**src/rtl/alu_seq.sv**
```systemverilog
// Registered ALU with accumulator, carry-chained add/sub and flags.
// Define ALU_SEQ_SHIFT_EN to build the iterative shifter (modes 1010-1100).
module alu_seq #(
  parameter int WIDTH = 8
) (
  input  logic             clk,
  input  logic             rst,
  input  logic             in_valid,
  output logic             in_ready,
  input  logic [WIDTH-1:0] A,
  input  logic [WIDTH-1:0] B,
  input  logic [3:0]       mode,
  input  logic             use_acc,
  output logic [WIDTH-1:0] out,
  output logic             out_valid,
  output logic [3:0]       flags
);

  localparam int MSB = WIDTH - 1;

  logic [WIDTH-1:0] acc;
  logic [WIDTH-1:0] a;
  logic [WIDTH-1:0] ob;
  logic [WIDTH-1:0] res;
  logic [WIDTH:0]   ext;
  logic [3:0]       nf;
  logic             c;
  logic             v;
  logic             sub;
  logic             ci;
  logic             arith;

  assign a = use_acc ? acc : A;

  always_comb begin
    ob    = B;
    ci    = 1'b0;
    sub   = 1'b0;
    arith = 1'b1;
    case (mode)
      4'b0000: arith = 1'b1;
      4'b0001: sub   = 1'b1;
      4'b0010: ob    = WIDTH'(1);
      4'b0011: begin
        ob  = WIDTH'(1);
        sub = 1'b1;
      end
      4'b1000: ci = flags[3];
      4'b1001: begin
        ci  = flags[3];
        sub = 1'b1;
      end
      default: arith = 1'b0;
    endcase
  end

  // One shared adder; bit WIDTH is carry for add and borrow for sub.
  assign ext = sub
    ? {1'b0, a} - {1'b0, ob} - {{WIDTH{1'b0}}, ci}
    : {1'b0, a} + {1'b0, ob} + {{WIDTH{1'b0}}, ci};

  always_comb begin
    res = a;
    c   = 1'b0;
    v   = 1'b0;
    if (arith) begin
      res = ext[MSB:0];
      c   = ext[WIDTH];
      if (sub)
        v = (a[MSB] ^ ob[MSB]) & (res[MSB] ^ a[MSB]);
      else
        v = ~(a[MSB] ^ ob[MSB]) & (res[MSB] ^ a[MSB]);
    end else begin
      case (mode)
        4'b0100: res = a & B;
        4'b0101: res = a | B;
        4'b0110: res = a ^ B;
        4'b0111: res = ~a;
        4'b1101: res = B;
        default: res = a;
      endcase
    end
  end

  assign nf = {c, v, res[MSB], res == '0};

`ifdef ALU_SEQ_SHIFT_EN
  localparam int SW = $clog2(WIDTH);

  typedef enum logic {IDLE, SHIFT} state_t;

  state_t           state;
  logic [SW-1:0]    cnt;
  logic [SW-1:0]    amt;
  logic [1:0]       kind;
  logic [WIDTH-1:0] work;
  logic [WIDTH-1:0] wnext;
  logic             cnext;
  logic             start;

  assign amt      = B[SW-1:0];
  assign start    = (mode == 4'b1010 || mode == 4'b1011 ||
                     mode == 4'b1100) && amt != '0;
  assign in_ready = !rst && state == IDLE;

  // kind is mode[1:0]: 10 SHL, 11 SHR, 00 SAR
  always_comb begin
    wnext = work;
    cnext = 1'b0;
    case (kind)
      2'b10: begin
        wnext = {work[MSB-1:0], 1'b0};
        cnext = work[MSB];
      end
      2'b11: begin
        wnext = {1'b0, work[MSB:1]};
        cnext = work[0];
      end
      default: begin
        wnext = {work[MSB], work[MSB:1]};
        cnext = work[0];
      end
    endcase
  end

  always_ff @(posedge clk) begin
    if (rst) begin
      state     <= IDLE;
      cnt       <= '0;
      kind      <= '0;
      work      <= '0;
      out       <= '0;
      flags     <= '0;
      acc       <= '0;
      out_valid <= 1'b0;
    end else begin
      out_valid <= 1'b0;
      case (state)
        IDLE: begin
          if (in_valid) begin
            if (start) begin
              work  <= a;
              cnt   <= amt;
              kind  <= mode[1:0];
              state <= SHIFT;
            end else begin
              out       <= res;
              flags     <= nf;
              acc       <= res;
              out_valid <= 1'b1;
            end
          end
        end
        SHIFT: begin
          work <= wnext;
          cnt  <= cnt - SW'(1);
          if (cnt == SW'(1)) begin
            out       <= wnext;
            flags     <= {cnext, 1'b0, wnext[MSB], wnext == '0};
            acc       <= wnext;
            out_valid <= 1'b1;
            state     <= IDLE;
          end
        end
        default: state <= IDLE;
      endcase
    end
  end
`else
  assign in_ready = !rst;

  always_ff @(posedge clk) begin
    if (rst) begin
      out       <= '0;
      flags     <= '0;
      acc       <= '0;
      out_valid <= 1'b0;
    end else begin
      out_valid <= 1'b0;
      if (in_valid) begin
        out       <= res;
        flags     <= nf;
        acc       <= res;
        out_valid <= 1'b1;
      end
    end
  end
`endif

endmodule

```
**config.mk**
```make
export PLATFORM = sky130hd
export DESIGN_NAME = alu_seq
export DESIGN_NICKNAME = d
export VERILOG_FILES = /design/src/rtl/alu_seq.sv
export SDC_FILE = /design/constraint.sdc
export NUM_CORES = 1
export LEC_CHECK = 0
export CAP_MARGIN = 20
export CORE_ASPECT_RATIO = 0.7
export CORE_MARGIN = 2
export CORE_UTILIZATION = 40
export DETAILED_ROUTE_END_ITERATION = 10
export SYNTH_ARGS = -nofsm -noshare
export SYNTH_HDL_FRONTEND = slang
export SYNTH_SLANG_ARGS = --single-unit
```
**constraint.sdc**
```tcl
create_clock -name clk -period 3.6 [get_ports clk]
set_input_delay 0.36 -clock clk [delete_from_list [all_inputs] [get_ports clk]]
set_output_delay 0.36 -clock clk [all_outputs]
set_load 0.03 [all_outputs]
```
==> impl_metrics.py, run 1 <==
metrics = {
    "outcome": {
        "status": "finished, final reports clean",
    },
    "die": {
        "start_util_pct": 41.9,
        "coreArea_mm2": 0.00531,
        "rows": 22,
        "die-area_mm2": 0.00618,
        "die_width_um": 93.1,
        "dieHeight_um": 66.4,
        "ios": 38,
    },
    "synth": {
        "ys_warn_count": 0,
        "synth-simple-area-share_pct": 18.5,
        "yosys_most_used_dff": "dfxtp_1",
        "synth_top_area_cell": "ha_1",
        "syn_inst": 281,
        "synth-xor-area-share_pct": 4.73,
        "yosys-mux-area-fraction_pct": 8.61,
        "synth_compound_area_share_pct": 25.1,
        "synth-seq-area-share_pct": 10.8,
        "synthTopCellsByArea": "ha_1 20%, dfxtp_1 11%, mux2i_1 5.4%",
        "synth_area_mm2": 0.00222,
        "syn_avg_cell_area_um2": 7.91,
        "synth_cell_types": 57,
        "yosys-top-cells-count": "35 x ha_1, 32 x inv_1, 27 x nor2_1",
        "synth_top_family_by_area": "compound AO/OA/AOI/OAI gates",
        "yosys_register_bits": 12,
        "synth_async_sr_flop_share_pct": 0,
        "synth_top_area_share_pct": 19.7,
        "synth_edf_count": 0,
        "synthAdderAreaFrac_pct": 23.3,
        "synth_fp_nets": 344,
        "yosysMostFrequentCell": "ha_1",
    },
    "clock_network": {
        "hold_buffers": 0,
        "numCtsBuffers": 3,
        "cts_root_buf": "clkbuf_8",
        "cts_sinks": 12,
        "cts_buffer_depth": 2,
        "cts_resized": 0,
        "clkLatencyLatePin_ns": 0.24,
        "cts_tree": "yes",
        "post_cts_buffers": 0,
        "htree_levels": 1,
        "clk_pin_slew_worst_paths_ns": 0.05,
    },
    "drt": {
        "drt-total-wl_mm": 6.49,
        "drt-initial-drc-count": 148,
        "vias_per_cell": 5.43,
        "drt_first_pass_iters": 5,
        "vias": 2181,
        "drc": 0,
        "detail-route-antenna-nets": 0,
        "wl_per_cell_um": 16.1,
    },
    "critical_path": {
        "worstPathArrival_ns": 3.61,
        "reg2reg_to": "flags[0]$_SDFFE_PP0P_",
        "cp_max_fo": 9,
        "worstRegToRegCells": 12,
        "path_class": "in2reg",
        "crit_end": "flags[0]$_SDFFE_PP0P_",
        "setup.worst_path.start": "mode[1]",
        "r2r_setup_slack_ns": 0.54,
        "r2r-start": "acc[0]$_SDFFE_PP0P_",
        "slowest_delay_ns": 0.47,
        "critPathCaptureType": "register",
        "startpoint_type": "primary input",
        "critPathRequiredTime_ns": 3.77,
        "crit_top_cell": "fa_1",
        "crit_chain": "clkdlybuf4s50_1, clkinv_1, buf_4, and4_1, fa_1, inv_1, fa_1, nand2b_1, a2111oi_0, nor3_1, xor2_1, a221oi_2, nand3_1, o21ai_1",
        "cpMaxStageDelayCell": "clkdlybuf4s50_1",
    },
    "timing": {
        "finalSetupViolCount": 0,
        "min_period_over_period_pct": 95.4,
        "fin_skew_ns": 0.00302,
        "min_period_ns": 3.44,
        "final_max_slew_viol_count": 0,
        "worst_pin_slew_ns": 0.600,
        "final-hold-violation-count": 0,
        "max-slew-margin-rel_pct": 60.0,
        "holdWs_ns": 0.478,
        "setup_slack_ns": 0.164,
        "max_freq_mhz": 291,
    },
    "placement": {
        "place_ws_ns": -0.130,
        "hpwl_mm": 5.23,
        "gp_congestion": 0.954,
        "io_buffer_count": 37,
    },
    "layout": {
        "syn_to_final_growth_pct": 26.8,
        "drive_above_1_share_pct": 10.9,
        "final_net_count": 395,
        "seqCellArea_um2": 240,
        "n_antenna_cell": 0,
        "multi_input_area_mm2": 0.00179,
        "fillers": 522,
    },
    "worst_hold_path": {
        "hp-class": "reg2reg",
    },
    "power": {
        "p_per_area_mw_per_mm2": 283,
        "leakage_nw": 1.28,
        "ir_drop_uv": 108,
    },
    "global_routing": {
        "grt_pass1_vias": 2050,
        "antenna_found_initial": 0,
        "grt_start_max_net_pins": 32,
        "grt_pass1_wl_mm": 10.5,
        "overflow": 0,
        "track_usage_pct": 21.8,
    },
    "flow_run": {
        "drv_cap": 0,
    },
}
[cells in the final DEF (no fill, tap or decap), drive strengths merged, types with 12 or more instances in the layout]
cell           count
inv               33
nand2             13
mux2i             12
dfxtp             12
a21oi             12
o21ai             15
clkdlybuf4s50     37
ha                35
nor2              27
buf               19
[area by class of cell]
type / count / share of cell area [%]
Clock buffer: 3 / 1.46
Inverter: 37 / 5.02
Multi-Input combinational cell: 222 / 63.6
Sequential cell: 12 / 8.52
Tap cell: 72 / 3.20
Timing Repair Buffer: 56 / 18.2
[routing by layer]
metal | vias up | global-route usage (%) | part of all wire, % | wire length (um)
met1 | 1010 | 32.6 | 52 | 3350
met3 | 6 | 2.85 | 6.2 | 400
met2 | 64 | 33.3 | 41 | 2660
met4 | 0 | 4.04 | 1.2 | 79
li1 | 1101 | - | - | -
met5 | - | 0 | 0 | 0
[critical path, delay by kind of cell]
kind | cells | cell delay [ns]
compound gates | 3 | 0.92
xor+xnor | 1 | 0.18
fa+ha+maj | 2 | 0.57
buf+inv | 4 | 0.83
simple gates | 4 | 0.75
[power breakdown]
group / internal, mW / total, mW / switching (mW)
clock network: 0.0736 / 0.121 / 0.0476
logic: 0.236 / 0.525 / 0.289
registers: 0.144 / 0.152 / 0.00822
[worst min path at each step]
stage               slack [ns]  cells after the start                  start               endpoint
floorplan                 0.59                      2               in_valid    acc[0]$_SDFFE_PP0P_
global placement          0.47                      2  flags[0]$_SDFFE_PP0P_  flags[0]$_SDFFE_PP0P_
detailed placement        0.47                      1  flags[2]$_SDFFE_PP0P_  flags[2]$_SDFFE_PP0P_
CTS                       0.48                      2  flags[0]$_SDFFE_PP0P_  flags[0]$_SDFFE_PP0P_
global route              0.51                      2  flags[3]$_SDFFE_PP0P_  flags[3]$_SDFFE_PP0P_
finish                    0.48                      2  flags[0]$_SDFFE_PP0P_  flags[0]$_SDFFE_PP0P_
[flip-flops by register name (all words and copies together) (netlist names)]
signal / flops
acc: 7
out_valid: 1
flags: 4
[stage by stage]
step           setup TNS [ns]  instances  instance area, um^2  power (mW)  utilization (%)
3_3_place_gp          -0.0141        399                 2770       0.674             52.1
5_1_grt              -0.00245        402                 2820       0.867             53.1
6_report                    0        402                 2820       0.799             53.1
4_1_cts                     0        402                 2810       0.800             52.9
2_1_floorplan               0        281                 2220       0.522                -
3_5_place_dp           -0.342        399                 2770       0.674             52.1
[logic make-up after synthesis]
family,Yosys count
buf+inv,47
fa+ha+maj,39
simple gates,83
xor+xnor,12
flops,12
compound gates,72
mux,16
No activity file was read; power rests on OpenSTA's default activity.
==> run 2: changes to the inputs <==
==> constraint.sdc (replaced) <==
create_clock -name clk -period 3.6 [get_ports clk]
set_input_delay 1.08 -clock clk [delete_from_list [all_inputs] [get_ports clk]]
set_output_delay 1.08 -clock clk [all_outputs]
set_load 0.03 [all_outputs]
==> impl_metrics.py, run 2 (same netlist as run 1, synthesis figures left out) <==
metrics = {
    "outcome": {
        "status": "finished, final reports clean",
    },
    "clock_network": {
        "cts_buffer_depth": 2,
        "clkLatencyLatePin_ns": 0.24,
        "cts_sinks": 12,
        "cts_root_buf": "clkbuf_8",
        "cts_tree": "yes",
        "numCtsBuffers": 3,
        "hold_buffers": 0,
        "htree_levels": 1,
        "clk_pin_slew_worst_paths_ns": 0.06,
    },
    "die": {
        "ios": 38,
        "die-area_mm2": 0.00618,
        "start_util_pct": 41.9,
        "coreArea_mm2": 0.00531,
        "die_width_um": 93.1,
        "rows": 22,
        "dieHeight_um": 66.4,
    },
    "placement": {
        "place_ws_ns": -0.652,
        "gp_congestion": 0.922,
        "io_buffer_count": 37,
        "dp_cells": 447,
        "hpwl_mm": 5.83,
    },
    "layout": {
        "drive_above_1_share_pct": 32.8,
        "syn_to_final_growth_pct": 54.9,
        "most-common-layout-cells": "79 x buf_4, 31 x ha_1, 30 x clkdlybuf4s50_1, 28 x inv_1, 25 x nor2_1",
        "instances_no_fill": 462,
        "final_net_count": 454,
        "largest_register_ffs": 7,
        "n_antenna_cell": 0,
        "reg_top3": "acc: 7 flops, flags: 4 flops, out_valid: 1 flops",
        "final_common_cell": "buf_4",
        "largest_register": "acc",
    },
    "timing": {
        "worst_pin_slew_ns": 0.429,
        "final_max_slew_viol_count": 0,
        "finalSetupViolCount": 0,
        "max_freq_mhz": 285,
        "min_period_over_period_pct": 97.5,
        "holdWs_ns": 0.496,
        "fin_skew_ns": 0.000991,
        "setup_slack_ns": 0.0897,
        "min_period_ns": 3.51,
        "final-hold-violation-count": 0,
        "max-slew-margin-rel_pct": 71.3,
    },
    "critical_path": {
        "cp_max_fo": 4,
        "critPathCaptureType": "register",
        "critPathRequiredTime_ns": 3.74,
        "startpoint_type": "primary input",
        "path_class": "in2reg",
        "worstPathArrival_ns": 3.65,
    },
    "drt": {
        "vias_per_cell": 5.16,
        "drt_first_pass_iters": 4,
        "wl_per_cell_um": 15.5,
        "vias": 2386,
        "drc": 0,
        "drt-initial-drc-count": 99,
        "drt-total-wl_mm": 7.15,
        "detail-route-antenna-nets": 0,
    },
    "power": {
        "ir_drop_uv": 178,
        "p_per_area_mw_per_mm2": 287,
        "leakage_nw": 1.62,
    },
    "global_routing": {
        "grt_pass1_wl_mm": 12.1,
        "use_met3_pct": 2.96,
        "grt_start_max_net_pins": 19,
        "use_met1_pct": 34.9,
        "grt_use_met2_pct": 40.5,
        "track_usage_pct": 24.7,
        "antenna_found_initial": 0,
        "grt_pass1_vias": 2499,
        "overflow": 0,
        "gr-max-usage-layer": "met2",
    },
    "worst_hold_path": {
        "hp-class": "reg2reg",
    },
    "flow_run": {
        "drv_cap": 0,
    },
}
## run 2: layout make-up
cell class,count,area (um^2)
fill,459,1870
sequential,12,240
inverter,37,149
timing repair buffer,115,951
multi-input combinational,222,1960
tap,72,90.1
clock buffer,4,55.1
## run 2: timing repair
item                       CTS  global route
gates resized for setup     30            21
setup buffers                5             6
pin swaps                    8            15
setup endpoints to repair    9             6
## run 2: final timing paths
check	slack, ns	to	startpoint	depth (start not counted)
worst min register to register	0.50	flags[0]$_SDFFE_PP0P_	flags[0]$_SDFFE_PP0P_	2
worst min-delay path	0.50	flags[0]$_SDFFE_PP0P_	flags[0]$_SDFFE_PP0P_	2
worst max-delay path	0.09	flags[2]$_SDFFE_PP0P_	B[4]	13
worst max register to register	0.80	flags[0]$_SDFFE_PP0P_	flags[3]$_SDFFE_PP0P_	12
## run 2: critical path, cell delays in order
cell and delay [ns]:
clkdlybuf4s50_1 0.50, inv_1 0.08, nor2_2 0.17, ha_1 0.28
inv_1 0.13, ha_4 0.23, nand2_1 0.10, o221ai_4 0.13
o41ai_4 0.22, xor2_1 0.27, mux2i_1 0.13, mux2i_1 0.14
a31o_1 0.18
## run 2: per-layer routing
layer | share of wire (%) | wire length [um]
met1 | 48 | 3400
met2 | 45 | 3200
met3 | 6.8 | 487
met4 | 0.78 | 56
met5 | 0 | 0
## run 2: power breakdown
part	switching (mW)	leakage (nW)	internal, mW
clock network	0.0532	0.0288	0.0968
registers	0.0107	0.0989	0.144
logic	0.339	1.49	0.345
## run 2: per-stage QoR
step           setup TNS, ns  area, um^2  power (mW)  util, %
6_report                   0        3440       0.989     64.8
4_1_cts                    0        3380       0.974     63.6
5_1_grt              -0.0981        3440        1.07     64.8
2_1_floorplan              0        2310       0.553        -
3_5_place_dp           -4.66        3200       0.796     60.3
3_3_place_gp           -4.07        3200       0.790     60.3
